**config.mk**
```make
export PLATFORM = sky130hd
export DESIGN_NAME = mmio_led_ctrl
export DESIGN_NICKNAME = d
export VERILOG_FILES = /design/src/rtl/mmio_led_ctrl_pkg.sv /design/src/rtl/mmio_led_ctrl_blink_timer.sv /design/src/rtl/mmio_led_ctrl.sv
export SDC_FILE = /design/constraint.sdc
export NUM_CORES = 1
export LEC_CHECK = 0
export CAP_MARGIN = 25
export CORE_MARGIN = 5
export CORE_UTILIZATION = 50
export DETAILED_ROUTE_END_ITERATION = 12
export HOLD_SLACK_MARGIN = 0.15
export MAX_ROUTING_LAYER = met4
export PLACE_DENSITY = 0.79
export RECOVER_POWER = 25
export SYNTH_ARGS = -nofsm -noshare
export SYNTH_HDL_FRONTEND = slang
export SYNTH_HIERARCHICAL = 1
export SYNTH_SLANG_ARGS = --single-unit
```
**constraint.sdc**
```tcl
create_clock -name clk -period 5.32 [get_ports clk]
set_input_delay 0.798 -clock clk [delete_from_list [all_inputs] [get_ports clk]]
set_output_delay 0.798 -clock clk [all_outputs]
set_load 0.005 [all_outputs]
```
**src/rtl/mmio_led_ctrl_pkg.sv**
```systemverilog
// Shared constants and helpers for the memory-mapped LED controller.
package mmio_led_ctrl_pkg;

  localparam int unsigned BUS_W = 32;

  // Register byte offsets relative to BASE_ADDR
  localparam logic [BUS_W-1:0] OFF_DATA   = 32'h0000_0000;
  localparam logic [BUS_W-1:0] OFF_SET    = 32'h0000_0004;
  localparam logic [BUS_W-1:0] OFF_CLR    = 32'h0000_0008;
  localparam logic [BUS_W-1:0] OFF_BLINK  = 32'h0000_000C;
  localparam logic [BUS_W-1:0] OFF_PERIOD = 32'h0000_0010;
  localparam logic [BUS_W-1:0] OFF_STATUS = 32'h0000_0014;

  // Mask with the low w bits set (w saturates at the bus width)
  function automatic logic [BUS_W-1:0] width_mask(input int unsigned w);
    if (w >= BUS_W) begin
      return {BUS_W{1'b1}};
    end
    return (32'd1 << w) - 32'd1;
  endfunction

endpackage

```
**src/rtl/mmio_led_ctrl_blink_timer.sv**
```systemverilog
// Blink phase generator: reloading down-counter that toggles phase on expiry.
module mmio_led_ctrl_blink_timer #(
  parameter int unsigned PERIOD_W = 24
) (
  input  logic                clk,
  input  logic                reset_n,
  input  logic [PERIOD_W-1:0] i_period,
  input  logic                i_load,
  input  logic [PERIOD_W-1:0] i_load_val,
  output logic                o_phase
);

  logic [PERIOD_W-1:0] r_cnt;
  logic                r_phase;

  // Counter/phase update; a PERIOD write beats a simultaneous expiry
  always_ff @(posedge clk or negedge reset_n) begin
    if (!reset_n) begin
      r_cnt   <= '0;
      r_phase <= 1'b1;
    end else if (i_load) begin
      r_cnt   <= i_load_val;
      r_phase <= 1'b1;
    end else if (i_period == '0) begin
      r_cnt   <= '0;
      r_phase <= 1'b1;
    end else if (r_cnt == '0) begin
      r_cnt   <= i_period;
      r_phase <= ~r_phase;
    end else begin
      r_cnt   <= r_cnt - PERIOD_W'(1);
    end
  end

  assign o_phase = r_phase;

endmodule

```
**src/rtl/mmio_led_ctrl.sv**
```systemverilog
// Memory-mapped LED peripheral: DATA/SET/CLR/BLINK/PERIOD/STATUS registers.
module mmio_led_ctrl
  import mmio_led_ctrl_pkg::*;
#(
  parameter logic [31:0] BASE_ADDR = 32'hF000_0000,
  parameter int unsigned WIDTH     = 10,
  parameter int unsigned PERIOD_W  = 24
) (
  input  logic             clk,
  input  logic             reset_n,
  input  logic [31:0]      dbus,
  input  logic [31:0]      abus,
  input  logic             wren,
  output logic [WIDTH-1:0] value,
  output logic [31:0]      dbusout
);

  localparam logic [31:0] A_DATA   = BASE_ADDR + OFF_DATA;
  localparam logic [31:0] A_SET    = BASE_ADDR + OFF_SET;
  localparam logic [31:0] A_CLR    = BASE_ADDR + OFF_CLR;
  localparam logic [31:0] A_BLINK  = BASE_ADDR + OFF_BLINK;
  localparam logic [31:0] A_PERIOD = BASE_ADDR + OFF_PERIOD;
  localparam logic [31:0] A_STATUS = BASE_ADDR + OFF_STATUS;

  logic [WIDTH-1:0]    r_data;
  logic [WIDTH-1:0]    r_blink;
  logic [PERIOD_W-1:0] r_period;
  logic [31:0]         r_dbusout;

  logic                w_sel_data;
  logic                w_sel_set;
  logic                w_sel_clr;
  logic                w_sel_blink;
  logic                w_sel_period;
  logic                w_sel_status;
  logic                w_phase;
  logic [WIDTH-1:0]    w_wdata;
  logic [31:0]         w_rdata;

  // Exact address decode
  assign w_sel_data   = (abus == A_DATA);
  assign w_sel_set    = (abus == A_SET);
  assign w_sel_clr    = (abus == A_CLR);
  assign w_sel_blink  = (abus == A_BLINK);
  assign w_sel_period = (abus == A_PERIOD);
  assign w_sel_status = (abus == A_STATUS);

  assign w_wdata = WIDTH'(dbus);

  // Register bank writes, data masked to each register's width
  always_ff @(posedge clk or negedge reset_n) begin
    if (!reset_n) begin
      r_data   <= '0;
      r_blink  <= '0;
      r_period <= '0;
    end else if (wren) begin
      if (w_sel_data)   r_data   <= w_wdata;
      if (w_sel_set)    r_data   <= r_data | w_wdata;
      if (w_sel_clr)    r_data   <= r_data & ~w_wdata;
      if (w_sel_blink)  r_blink  <= w_wdata;
      if (w_sel_period) r_period <= PERIOD_W'(dbus);
    end
  end

  // Read mux; SET and CLR alias DATA on read, unmapped reads as zero
  always_comb begin
    w_rdata = '0;
    if (w_sel_data || w_sel_set || w_sel_clr) begin
      w_rdata = 32'(r_data) & width_mask(WIDTH);
    end else if (w_sel_blink) begin
      w_rdata = 32'(r_blink) & width_mask(WIDTH);
    end else if (w_sel_period) begin
      w_rdata = 32'(r_period) & width_mask(PERIOD_W);
    end else if (w_sel_status) begin
      w_rdata = {31'd0, w_phase};
    end
  end

  // Registered read data, cleared on write cycles
  always_ff @(posedge clk or negedge reset_n) begin
    if (!reset_n) begin
      r_dbusout <= '0;
    end else if (wren) begin
      r_dbusout <= '0;
    end else begin
      r_dbusout <= w_rdata;
    end
  end

  mmio_led_ctrl_blink_timer #(
    .PERIOD_W (PERIOD_W)
  ) u_blink_timer (
    .clk        (clk),
    .reset_n    (reset_n),
    .i_period   (r_period),
    .i_load     (wren && w_sel_period),
    .i_load_val (PERIOD_W'(dbus)),
    .o_phase    (w_phase)
  );

  // Blinking bits are gated by phase; non-blinking bits follow DATA
  assign value   = r_data & (~r_blink | {WIDTH{w_phase}});
  assign dbusout = r_dbusout;

endmodule

```
==> impl_metrics.py <==
metrics = {
    "synth": {
        "number_of_enable_flip_flop_cells_after_synthesis": 0,
        "synth.cell_area_mm2": 0.00496,
        "synth-warning-count": 6,
        "synth_area_per_cell_um2": 10.6,
        "synthArstFlopShare": 1.00,
        "number_of_distinct_standard_cells_referenced_by_the_synthesized_netlist": 56,
        "postSynth.topFlopCell": "sky130_fd_sc_hd__dfrtp_1",
        "ys_seq_area_frac": 0.469,
        "synthesis.instances": 467,
        "count_of_state_elements_after_synthesis": 93,
    },
    "power_and_ir_drop": {
        "total_leakage_power_uw": 0.00261,
        "seq_power_share": 0.519,
        "p_comb_frac": 0.065,
        "cell_internal_pwr_uw": 1070,
        "p_sw_frac": 0.211,
        "power_frac_clock": 0.416,
        "peakVddDrop_v": 0.000139,
        "power.density_cell_area_mw_per_mm2": 221,
        "switchingPower_uw": 287,
    },
    "critical_path": {
        "reg2reg_setup_slack_ns": 2.80,
        "critical-path-max-stage-delay_ns": 0.97,
        "critPathKind": "in -> reg",
        "path_max_fanout": 24,
        "startpoint_types": "input pin",
        "timing.critical_path.slowest_stage_cell": "sky130_fd_sc_hd__clkdlybuf4s50_1",
        "worstPathArrival_ns": 3.40,
        "rr_endpoint": "u_blink_timer/r_cnt[1]$_DFF_PN0_",
        "reg2reg_depth": 6,
        "regToRegStartpoint": "u_blink_timer/r_cnt[8]$_DFF_PN0_",
        "critical_path.cell_chain": "clkdlybuf4s50_1 > nor3b_1 > and4_1 > and3b_2 > inv_1 > nand2_1 > o21ai_0",
        "required_ns": 5.51,
        "crit_path_end_kind": "flop",
    },
    "cells_and_area": {
        "multi_input_comb_area_mm2": 0.00237,
        "ff_latch_area_mm2": 0.00233,
        "final_nets": 618,
        "fillerInstances": 815,
        "syn_to_final_growth_pct": 24.1,
        "fraction_of_final_layout_cells_with_drive_strength_greater_than_1": 0.135,
        "final-instance-count-excl-fill": 687,
        "antennaDiodeCount": 0,
        "final_area_mm2": 0.00616,
    },
    "sta": {
        "fin_crit_sh": 0.604,
        "hold_ws_ns": 0.540,
        "rsz0062_at_grt": "no",
        "slew_viol_final": 96,
        "timing.max_slew.rel_slack": -0.0345,
        "final.min_clock_period_ns": 3.21,
        "fin_setup_tns_ns": 0,
        "worstMarginPinSlew_ns": 1.55,
        "fmax_ghz": 0.311,
        "setup-violations-final": 0,
        "final.setup_skew_ns": 0.0113,
        "hold_violations": 0,
    },
    "cts": {
        "tritoncts_clock_tree": "built",
        "clock_path_buffers": 2,
        "cts-buffers-inserted": 9,
        "cts_hold_repair.buffers": 0,
        "postCtsSetupBuffers": 0,
        "cts.reportedPaths.clkPinSlew_ns": 0.09,
        "cts-root-buf": "sky130_fd_sc_hd__clkbuf_8",
        "htreeDepth": 3,
        "worst_skew_pair.late_latency_ns": 0.36,
        "cts-resized-gates": 0,
        "cts_sinks": 93,
    },
    "run_status": {
        "outcome": "finished with violations",
        "violations_in_the_final_reports": "max-capacitance violations, max-slew violations",
    },
    "run": {
        "maxCapViolations": 2,
    },
    "route": {
        "drtPass1Iterations": 5,
        "drc_violation_count_after_routing": 0,
        "drt_iter0_drc": 260,
        "route.antenna.remaining_nets": 0,
        "vias": 3980,
        "route.final.wire_length_um": 12100,
        "detail_route.vias_per_cell": 5.79,
        "average_detailed_routed_wire_length_per_instance_um": 17.7,
    },
    "floorplanning": {
        "floorplan.rows": 36,
        "die-height_um": 110,
        "fp.dieW_um": 110,
        "core_area_mm2": 0.00973,
        "initial_utilization": 0.510,
        "design.die.area_mm2": 0.0120,
        "num_io_pins": 109,
    },
    "worst_hold_path": {
        "min_delay_path_depth": 1,
        "min-delay-start": "r_blink[0]$_DFFE_PN0P_",
        "worstHoldPathType": "reg -> reg",
        "hold_path_sink": "r_blink[0]$_DFFE_PN0P_",
    },
    "placement": {
        "io_buffer_count": 92,
        "dpl.cell_count": 671,
        "gp_routability_congestion": 0.956,
        "placedInstanceArea_mm2": 0.00592,
        "hpwl_um": 8710,
    },
    "global_routing": {
        "grt.overflow.total": 0,
        "grt_pass1_wl_um": 19600,
        "grt.total_usage": 0.212,
        "grt_start_max_net_pins": 65,
        "via_count_of_the_first_global_routing_pass": 3965,
        "grt_antenna_before_repair": 0,
    },
}
## cells in the mapped netlist, drive strengths merged (4+ instances only)
cell type | number | share of area
a21oi | 4 | 0.0040
buf | 21 | 0.035
mux2i | 17 | 0.034
a211oi | 10 | 0.015
nand2b | 4 | 0.0050
a22o | 8 | 0.014
clkbuf | 15 | 0.012
o31a | 4 | 0.0071
nand4 | 6 | 0.0088
nor3 | 14 | 0.016
inv | 15 | 0.011
o2111ai | 10 | 0.018
and2 | 16 | 0.021
nand3 | 16 | 0.016
xor2 | 4 | 0.0071
or4 | 4 | 0.0061
nor2 | 17 | 0.013
mux2 | 33 | 0.075
o21ai | 26 | 0.026
dfrtp | 92 | 0.46
a21boi | 10 | 0.015
nor4 | 25 | 0.046
o31ai | 18 | 0.028
xnor2 | 12 | 0.021
nand2 | 40 | 0.031
## final cells by class
cell class,count,area share
tap,133,0.0270
timing repair buffer,100,0.161
clock buffer,12,0.0236
multi-input combinational,330,0.385
sequential,93,0.378
inverter,15,0.00915
clock inverter,4,0.0154
## power groups by stage
stage          sequential (uW)  combinational (uW)  clock, uW
4_1_cts                    706                90.0        574
3_5_place_dp               720                89.4          0
6_report                   706                88.7        566
5_1_grt                    706                96.0        608
3_3_place_gp               720                87.6          0
2_1_floorplan              720                24.1          0
## kinds of logic (layout without fill, tap and decap cells)
family,after synthesis,count (layout),share of synthesized area
other cells,1,8,0.000756
buf+inv,51,131,0.0580
fa+ha+maj,2,2,0.00504
mux,50,50,0.109
xor+xnor,16,16,0.0282
simple gates,159,159,0.194
flops,93,93,0.469
compound gates,95,95,0.135
## per-layer routing
layer	global-route usage	routed length, um	vias to the layer above
met5	-	0	-
met4	0.0588	231	0
met3	0.0440	790	25
met2	0.337	6050	161
met1	0.278	5060	1929
li1	-	-	1865
## worst max-delay path, delay by kind of cell
kind	cells	cell delay, ns
compound gates	1	0.23
simple gates	4	1.34
buf+inv	2	1.02
## flip-flops by register name (all words and copies together) (netlist names)
signal and cells:
r_data 10, dbusout 24, r_period 24, u_blink_timer/o_phase 1
r_blink 10, u_blink_timer/r_cnt 24
## cell usage in the layout (no fill, tap or decap), types with 12 or more instances in the layout
| cell type | netlist | layout |
|---|---|---|
| sky130_fd_sc_hd__dfrtp_1 | 92 | 92 |
| sky130_fd_sc_hd__clkdlybuf4s50_1 | 0 | 91 |
| sky130_fd_sc_hd__nand2_1 | 39 | 39 |
| sky130_fd_sc_hd__mux2_2 | 33 | 33 |
| sky130_fd_sc_hd__o21ai_1 | 22 | 22 |
| sky130_fd_sc_hd__nor4_1 | 18 | 18 |
| sky130_fd_sc_hd__nor2_1 | 17 | 17 |
| sky130_fd_sc_hd__mux2i_1 | 17 | 17 |
| sky130_fd_sc_hd__o31ai_1 | 17 | 17 |
| sky130_fd_sc_hd__nand3_1 | 16 | 16 |
| sky130_fd_sc_hd__and2_1 | 15 | 15 |
| sky130_fd_sc_hd__inv_1 | 15 | 15 |
| sky130_fd_sc_hd__nor3_1 | 13 | 13 |
| sky130_fd_sc_hd__xnor2_1 | 12 | 12 |
## metrics by stage
stage / setup slack (ns) / total power, uW / utilization
after floorplan: 2.57 / 745 / -
after global placement: 1.82 / 808 / 0.605
after detailed placement: 1.79 / 810 / 0.609
after CTS: 2.13 / 1370 / 0.633
after global routing: 1.60 / 1410 / 0.633
final: 2.11 / 1360 / 0.633
## worst max path at each step
stage,from,end,slack [ns]
floorplan,abus[21],u_blink_timer/r_cnt[22]$_DFF_PN0_,2.57
global placement,wren,u_blink_timer/r_cnt[4]$_DFF_PN0_,1.82
detailed placement,wren,u_blink_timer/r_cnt[2]$_DFF_PN0_,1.79
CTS,wren,u_blink_timer/r_cnt[2]$_DFF_PN0_,2.13
global route,reset_n,r_data[5]$_DFFE_PN0P_,1.60
finish,wren,u_blink_timer/r_cnt[2]$_DFF_PN0_,2.11
No activity file was read; power rests on OpenSTA's default activity.
